===== config.mk =====
export PLATFORM = sky130hd
export DESIGN_NAME = regfile_sequencer
export DESIGN_NICKNAME = d
export VERILOG_FILES = /design/src/rtl/regfile_seq_pkg.sv /design/src/rtl/onehot_dec3.sv /design/src/rtl/regfile_sequencer.sv
export SDC_FILE = /design/constraint.sdc
export NUM_CORES = 1
export LEC_CHECK = 0
export ABC_CLOCK_PERIOD_IN_PS = 1900
export CAP_MARGIN = 20
export CELL_PAD_IN_SITES_DETAIL_PLACEMENT = 1
export CELL_PAD_IN_SITES_GLOBAL_PLACEMENT = 1
export CORE_ASPECT_RATIO = 1.75
export CORE_MARGIN = 2
export CORE_UTILIZATION = 32
export CTS_BUF_LIST = sky130_fd_sc_hd__clkbuf_8
export CTS_CLUSTER_DIAMETER = 50
export DETAILED_ROUTE_END_ITERATION = 16
export MAX_ROUTING_LAYER = met4
export PLACE_DENSITY = 0.8
export SYNTH_ARGS = -nofsm -noshare
export SYNTH_HDL_FRONTEND = slang
export SYNTH_SLANG_ARGS = --single-unit

===== constraint.sdc =====
create_clock -name clk -period 1.9 [get_ports clk]
set_clock_uncertainty 0.05 [all_clocks]
set_input_delay 0.38 -clock clk [delete_from_list [all_inputs] [get_ports clk]]
set_output_delay 0.38 -clock clk [all_outputs]
set_load 0.005 [all_outputs]

===== src/rtl/regfile_seq_pkg.sv =====
// Shared constants and state encoding for the register-file sequencer.
package regfile_seq_pkg;

  localparam int NUM_REGS   = 8;
  localparam int REG_SEL_W  = 3;
  localparam int WAIT_CNT_W = 8;

  localparam logic [1:0] OP_ALU   = 2'b00;
  localparam logic [1:0] OP_LOAD  = 2'b01;
  localparam logic [1:0] OP_STORE = 2'b10;
  localparam logic [1:0] OP_NOP   = 2'b11;

  typedef enum logic [2:0] {
    IDLE     = 3'd0,
    ALU_WAIT = 3'd1,
    LD_WAIT  = 3'd2,
    ST       = 3'd3,
    WB       = 3'd4,
    NOP_DONE = 3'd5
  } state_t;

endpackage


===== src/rtl/onehot_dec3.sv =====
// 3-bit index to 8-bit one-hot decoder with enable; all zeros when disabled.
module onehot_dec3 (
  input  logic [2:0] idx,
  input  logic       en,
  output logic [7:0] onehot
);

  always_comb begin
    onehot = '0;
    if (en) onehot[idx] = 1'b1;
  end

endmodule


===== src/rtl/regfile_sequencer.sv =====
// Command sequencer driving ALU, RAM and register-file load strobes; all outputs registered.
// Optional wait-state timeout abort is enabled by defining SEQ_TIMEOUT_EN.
module regfile_sequencer
  import regfile_seq_pkg::*;
#(
  parameter int ADDR_W  = 8,
  parameter int TMO_CYC = 255
) (
  input  logic                 clk,
  input  logic                 rst,
  // Handshake: a command transfers on a rising edge where cmd_valid && cmd_ready;
  // cmd_ready is high only in IDLE and the command fields are captured on that edge.
  input  logic                 cmd_valid,
  output logic                 cmd_ready,
  input  logic [1:0]           cmd_op,
  input  logic [REG_SEL_W-1:0] cmd_rd,
  input  logic [REG_SEL_W-1:0] cmd_rs1,
  input  logic [REG_SEL_W-1:0] cmd_rs2,
  input  logic [ADDR_W-1:0]    cmd_addr,
  output logic                 alu_start,
  input  logic                 alu_done,
  output logic [ADDR_W-1:0]    ram_addr,
  output logic                 ram_re,
  output logic                 ram_we,
  input  logic                 ram_rdy,
  output logic [NUM_REGS-1:0]  ldR,
  output logic [NUM_REGS-1:0]  ldALU,
  output logic [REG_SEL_W-1:0] selrd1,
  output logic [REG_SEL_W-1:0] selrd2,
  output logic [REG_SEL_W-1:0] selram,
  output logic                 busy,
  output logic                 done,
  output logic                 err,
  output logic [2:0]           dbg_state
);

`ifdef SEQ_TIMEOUT_EN
  localparam bit TMO_ON = 1'b1;
`else
  localparam bit TMO_ON = 1'b0;
`endif
  localparam logic [WAIT_CNT_W-1:0] TMO_LAST = WAIT_CNT_W'(TMO_CYC - 1);

  state_t                 state, nxt;
  logic [1:0]             op_q;
  logic [REG_SEL_W-1:0]   rd_q;
  logic [WAIT_CNT_W-1:0]  wait_cnt;
  logic                   accept;
  logic                   tmo_hit;
  logic                   abort;
  logic [NUM_REGS-1:0]    ld_ram_d;
  logic [NUM_REGS-1:0]    ld_alu_d;

  assign accept    = cmd_valid && cmd_ready;
  assign tmo_hit   = TMO_ON && (wait_cnt == TMO_LAST);
  assign dbg_state = state;

  // An ack in the last allowed wait cycle still wins over the timeout.
  always_comb begin
    nxt   = state;
    abort = 1'b0;
    case (state)
      IDLE: begin
        if (accept) begin
          case (cmd_op)
            OP_ALU:   nxt = ALU_WAIT;
            OP_LOAD:  nxt = LD_WAIT;
            OP_STORE: nxt = ST;
            default:  nxt = NOP_DONE;
          endcase
        end
      end
      ALU_WAIT: begin
        if (alu_done) nxt = WB;
        else if (tmo_hit) begin
          nxt   = IDLE;
          abort = 1'b1;
        end
      end
      LD_WAIT: begin
        if (ram_rdy) nxt = WB;
        else if (tmo_hit) begin
          nxt   = IDLE;
          abort = 1'b1;
        end
      end
      default: nxt = IDLE;
    endcase
  end

  onehot_dec3 u_dec_ram (
    .idx    (rd_q),
    .en     (nxt == WB && op_q == OP_LOAD),
    .onehot (ld_ram_d)
  );

  onehot_dec3 u_dec_alu (
    .idx    (rd_q),
    .en     (nxt == WB && op_q == OP_ALU),
    .onehot (ld_alu_d)
  );

  always_ff @(posedge clk or posedge rst) begin
    if (rst) begin
      state     <= IDLE;
      op_q      <= '0;
      rd_q      <= '0;
      wait_cnt  <= '0;
      cmd_ready <= 1'b0;
      busy      <= 1'b0;
      alu_start <= 1'b0;
      ram_re    <= 1'b0;
      ram_we    <= 1'b0;
      ram_addr  <= '0;
      ldR       <= '0;
      ldALU     <= '0;
      selrd1    <= '0;
      selrd2    <= '0;
      selram    <= '0;
      done      <= 1'b0;
      err       <= 1'b0;
    end else begin
      state     <= nxt;
      cmd_ready <= (nxt == IDLE);
      busy      <= (nxt != IDLE);
      alu_start <= (state == IDLE) && (nxt == ALU_WAIT);
      ram_re    <= (nxt == LD_WAIT);
      ram_we    <= (nxt == ST);
      done      <= (nxt == WB) || (nxt == ST) || (nxt == NOP_DONE);
      err       <= abort;
      ldR       <= ld_ram_d;
      ldALU     <= ld_alu_d;

      if (state == ALU_WAIT || state == LD_WAIT) wait_cnt <= wait_cnt + 1'b1;
      else                                       wait_cnt <= '0;

      // Selects and address are loaded only at acceptance and otherwise hold.
      if (accept) begin
        op_q <= cmd_op;
        rd_q <= cmd_rd;
        if (cmd_op == OP_ALU) begin
          selrd1 <= cmd_rs1;
          selrd2 <= cmd_rs2;
        end
        if (cmd_op == OP_STORE) selram <= cmd_rs1;
        if (cmd_op == OP_LOAD || cmd_op == OP_STORE) ram_addr <= cmd_addr;
      end
    end
  end

endmodule

==> flow_metrics.tcl, run 1 <==
set metrics [dict create \
    status "finished with violations" \
    violations "setup timing" \
    antenna_left 0 \
    utilization 0.527 \
    synth-edff-count 0 \
    finalCriticalPeriod_ns 1.95 \
    synth_top_family_by_area "simple AND/OR/NAND/NOR gates" \
    crit_chain "clkdlybuf4s50_1 > nor4b_2 > a21oi_4 > inv_2 > or4b_4 > buf_12 > nor4_2" \
    finalHoldViolations 0 \
    grt_pass1_wl_um 7560 \
    cts_root_buf "clkbuf_8" \
    area_growth_pct 61.8 \
    clk_latency_ns 0.30 \
    fp-row-count 37 \
    ys_types 34 \
    async_flop_share 1.00 \
    firstDrtPassIters 4 \
    syn-num-nets 175 \
    initial_core_util 0.326 \
    setup_violations 8 \
    slew_violations 0 \
    synth_most_common_cell "dfrtp_1" \
    synth_commonest_cells "47 x dfrtp_1, 20 x nand2_1, 17 x mux2_2" \
    p_leak_uw 0.00136 \
    critical_path_class "in -> reg" \
    arrival_ns 2.11 \
    synth.cell_area_sq_um 1880 \
    wl_um 4650 \
    critPathMaxFanout 15 \
    die_h_um 106 \
    syn_inst 147 \
    multi_input_area_sq_um 731 \
    slowest_delay_ns 0.54 \
    pre_cts_ws_ns -0.880 \
    fillers 624 \
    synth-adder-area-share 0.0266 \
    synth-compound-area-share 0.0319 \
    dp_hpwl_um 3370 \
    synth_top_area_frac 0.624 \
    cts_sinks 47 \
    tns_ns -0.225 \
    seqCellArea_sq_um 1180 \
    synth_xor_area_frac 0 \
    yosys.area.top_type "dfrtp_1" \
    cts_buffers 5 \
    synth-simple-area-share 0.183 \
    clk_pin_slew_ns 0.09 \
    finalCritPeriodShare 1.03 \
    fp.coreArea_sq_um 5790 \
    crit_path_end_kind "register" \
    p_total_uw 4090 \
    antenna_found_initial 0 \
    min_path_type "in -> reg" \
    grt_max_degree 48 \
    wl_per_cell_um 14.5 \
    yosysWarnings 0 \
    vdd_drop_max_v 0.000820 \
    ys_ff_latch 47 \
    gp_congestion 0.819 \
    die_w_um 62.0 \
    cp.required_ns 2.06 \
    diodes 0 \
    grt_use_total 0.160 \
    max_clock_freq_mhz 513 \
    grt_pass1_vias 1564 \
    syn_area_per_cell_sq_um 12.8 \
    grt_overflow 0 \
    synth.area.mux_share 0.102 \
    tritoncts "done" \
    power_density_nw_per_um2 1340 \
    ys_top_cells_by_area "dfrtp_1 62%, mux2_2 10%, nand2_1 4.0%" \
    via_count 1473 \
    startpoint_type "primary input" \
    port_buffers 65 \
    cts.path.max_buffers 2 \
    critPathSlowestCell "or4b_4" \
    drcViolationCount 0 \
    rsz0062_at_grt "true" \
    drt_iter0_markers 19 \
    ys.flop_type "dfrtp_1" \
    setup_ws_ns -0.0481 \
    htree_levels 2 \
    layout-drive-gt1-share 0.325 \
    synth_seq_area_share 0.624 \
    viasPerCell 4.59 \
    drv_cap 0 \
    fin_nets 270 \
    die_area_sq_um 6540 \
    pin_count 67 \
]
==> stage by stage <==
step | hold slack (ns) | area, sq um | cells
after detailed placement | 0.447 | 2800 | 303
after CTS | 0.363 | 3000 | 318
after global placement | 0.436 | 2800 | 303
after global routing | 0.368 | 3050 | 321
after floorplan | 0.418 | 1920 | 147
final | 0.369 | 3050 | 321
==> worst max-delay path: cells and delay by family <==
kind,cells,cell delay (ns)
AND/OR/NAND/NOR,3,0.86
buffers and inverters,3,0.73
AO/OA/AOI/OAI,1,0.13
==> registers in the layout, summed over array words and instances (netlist names) <==
| register | cells |
|---|---|
| rd_q | 3 |
| cmd_ready | 1 |
| ram_re | 1 |
| selram | 3 |
| done | 1 |
| ram_addr | 8 |
| alu_start | 1 |
| dbg_state | 3 |
| ldALU | 8 |
| busy | 1 |
| ldR | 8 |
| ram_we | 1 |
| selrd1 | 3 |
| selrd2 | 3 |
| op_q | 2 |
==> layer usage <==
metal / GRT usage / vias up / wire [um]
li1: - / 700 / -
met1: 0.160 / 728 / 1600
met2: 0.294 / 39 / 2830
met3: 0.0294 / 6 / 168
met4: 0.0456 / 0 / 53
met5: - / - / 0
==> layout by cell type, fill, tap and decap left out, drive strengths merged, types with 2 or more instances in the layout <==
cell type / Yosys / layout
nor4: 11 / 11
nor2: 4 / 4
and3b: 3 / 3
o21ai: 2 / 2
nand2b: 4 / 4
mux2: 17 / 17
dfrtp: 47 / 47
nor3: 7 / 7
nand2: 20 / 20
clkbuf: 2 / 5
ha: 4 / 4
dlymetal6s2s: 0 / 2
dlygate4sd2: 0 / 2
buf: 5 / 32
or3: 2 / 2
inv: 5 / 6
clkdlybuf4s50: 0 / 59
==> where the power goes <==
group / internal [uW] / switching [uW] / total, uW / leakage [uW]
combinational: 1180 / 751 / 1930 / 0.000712
sequential: 1320 / 270 / 1590 / 0.000600
clock: 252 / 321 / 573 / 0.0000453
total: 2750 / 1340 / 4090 / 0.00136
==> area by class of cell <==
cell class | count | area share
flip-flops and latches | 47 | 0.387
repair buffers | 95 | 0.303
multi-input cells | 88 | 0.240
well taps | 78 | 0.0320
clock buffers | 5 | 0.0226
inverters | 5 | 0.0103
clock inverters | 3 | 0.00533
==> logic make-up after synthesis <==
group                      Yosys count
other                                1
and+or+nand+nor                     59
AOI/OAI and AO/OA                    7
DFF                                 47
muxes                               17
adders and majority gates            4
buffers and inverters               12
==> path summary, 6_finish.rpt <==
kind | slack [ns] | start | depth (start not counted) | endpoint
min in group asynchronous | 0.38 | rst | 3 | ram_addr[5]$_DFFE_PP0P_
worst max register to register | -0.04 | dbg_state[0]$_DFF_PP0_ | 6 | ldR[1]$_DFF_PP0_
max in group asynchronous | 1.20 | rst | 3 | dbg_state[2]$_DFF_PP0_
worst max-delay path | -0.05 | alu_done | 7 | ldR[1]$_DFF_PP0_
worst min-delay path | 0.37 | cmd_op[1] | 3 | op_q[1]$_DFFE_PP0N_
worst min register to register | 0.46 | selram[1]$_DFFE_PP0P_ | 1 | selram[1]$_DFFE_PP0P_
==> repair_timing <==
| item | CTS | global route |
|---|---|---|
| pin swaps | 5 | 2 |
| setup endpoints to repair | 32 | 18 |
| resized for setup | 24 | 7 |
| hold buffers | 0 | 0 |
| setup buffers | 7 | 3 |
Note: power is estimated with default switching activity, not from simulation.
==> run 2, diff against run 1 <==
Settings changed: CAP_MARGIN 20 to not set, PLACE_DENSITY 0.8 to 0.86.
==> run 2 against run 1 <==
Effect of this change:
- non-clock buffer count fell by 4
- first-iteration DRC count rose by 37%
- critical path depth fell by 1
- design area fell by 1.3%
- sequential power barely moved
- sequential share of layout area rose by 0.50 points
- setup slack got worse by 0.051 ns
- the flow still finishes with violations (setup timing)
- critical endpoint is now ldR[6]$_DFF_PP0_
- via count rose by 1.2%
==> flow_metrics.tcl, run 2 (synthesis gave the netlist of run 1 again) <==
set metrics [dict create \
    port_buffers 65 \
    firstDrtPassIters 4 \
    grt_overflow 0 \
    cts_root_buf "clkbuf_8" \
    grt_use_total 0.175 \
    arrival_ns 2.16 \
    critical_path_class "reg -> reg" \
    setup_violations 10 \
    p_total_uw 4050 \
    finalCriticalPeriod_ns 2.00 \
    vdd_drop_max_v 0.000566 \
    slew_violations 0 \
    placed_cells 304 \
    viasPerCell 4.70 \
    layout-drive-gt1-share 0.322 \
    initial_core_util 0.326 \
    fin_nets 266 \
    grt_pass1_vias 1584 \
    status "finished with violations" \
    rsz0062_at_grt "true" \
    startpoint_type "register" \
    wl_um 5010 \
    tritoncts "done" \
    die_area_sq_um 6540 \
    wl_per_cell_um 15.8 \
    drt_iter0_markers 26 \
    die_w_um 62.0 \
    drcViolationCount 0 \
    final_cells 317 \
    power_density_nw_per_um2 1350 \
    fp-row-count 37 \
    grt_pass1_wl_um 8110 \
    die_h_um 106 \
    htree_levels 2 \
    critPathMaxFanout 15 \
    setup_ws_ns -0.0990 \
    diodes 0 \
    pin_count 67 \
    min_path_type "in -> async" \
    violations "setup timing" \
    p_leak_uw 0.00131 \
    dp_hpwl_um 3600 \
    clk_latency_ns 0.30 \
    cts_hold_buf 0 \
    finalInstanceArea_sq_um 3010 \
    via_count 1490 \
    clk_pin_slew_ns 0.09 \
    cts.path.max_buffers 2 \
    max_clock_freq_mhz 500 \
    fp.coreArea_sq_um 5790 \
    cts_buffers 5 \
    finalHoldViolations 0 \
    antenna_left 0 \
    cts_sinks 47 \
    drv_cap 0 \
    grt_max_degree 48 \
    layout_common_cells "61 x clkdlybuf4s50_1, 44 x dfrtp_1, 23 x buf_4, 20 x nand2_1, 17 x mux2_2" \
    layout_commonest_cell "clkdlybuf4s50_1" \
    pre_cts_ws_ns -0.948 \
    crit_path_end_kind "register" \
    cp.required_ns 2.06 \
    largestRegisters "ldALU x8, ldR x8, ram_addr x8" \
    gp_congestion 0.872 \
    area_growth_pct 59.8 \
    utilization 0.520 \
    place_area_sq_um 2810 \
    antenna_found_initial 0 \
    finalCritPeriodShare 1.05 \
]
-- run 2: report_power, final --
part           internal [uW]  leakage [uW]  switching, uW
Clock                    248     0.0000505            321
Sequential              1320      0.000600            283
Combinational           1130      0.000658            749
Total                   2700       0.00131           1350
-- run 2: routing by layer --
layer | part of all wire | track usage
met4 | 0.029 | 0.0669
met2 | 0.62 | 0.313
met3 | 0.041 | 0.0344
met1 | 0.31 | 0.175
met5 | 0 | -
-- run 2: worst max-delay path: stages, from the launching register on --
cell      delay, ns
dfrtp_2        0.46
nor3_4         0.28
a311oi_2       0.16
or4b_4         0.51
buf_8          0.17
buf_4          0.15
nor4_4         0.13
-- run 2: stage by stage --
stage,TNS [ns],hold slack (ns)
4_1_cts,-0.421,0.390
3_5_place_dp,-21.76,0.446
2_1_floorplan,-1.17,0.418
5_1_grt,-1.66,0.400
6_report,-0.464,0.375
3_3_place_gp,-18.98,0.437
-- run 2: area by class of cell --
type                       count  area, sq um
clock buffer                   5         68.8
clock inverter                 3         12.5
fill                         630         2780
inverter                       5         31.3
multi-input combinational     88          743
sequential                    47         1180
tap                           78         97.6
timing repair buffer          91          877
-- run 2: final timing paths --
kind	from	to	slack (ns)	depth (start not counted)
setup / recovery	dbg_state[0]$_DFF_PP0_	ldR[6]$_DFF_PP0_	-0.1	6
min in group clk	cmd_op[1]	op_q[1]$_DFFE_PP0N_	0.42	3
hold / removal	rst	ram_addr[1]$_DFFE_PP0P_	0.37	3
max in group asynchronous	rst	dbg_state[2]$_DFF_PP0_	1.20	3
hold reg to reg	ram_addr[3]$_DFFE_PP0P_	ram_addr[3]$_DFFE_PP0P_	0.46	1
setup reg to reg	dbg_state[0]$_DFF_PP0_	ldR[6]$_DFF_PP0_	-0.1	6
-- run 2: timing repair --
| action | 4_1_cts | 5_1_grt |
|---|---|---|
| pin swaps | 4 | 2 |
| resized for setup | 24 | 4 |
| hold endpoints to repair | 0 | 0 |
| setup endpoints to repair | 32 | 17 |
| buffers inserted | 4 | 1 |
==> run 3, diff against run 2 <==
Settings changed: PLACE_DENSITY 0.86 to 0.8, SLEW_MARGIN set to 0.
==> results of run 3 <==
The final DEF is identical to that of run 1; final timing and power are the same.
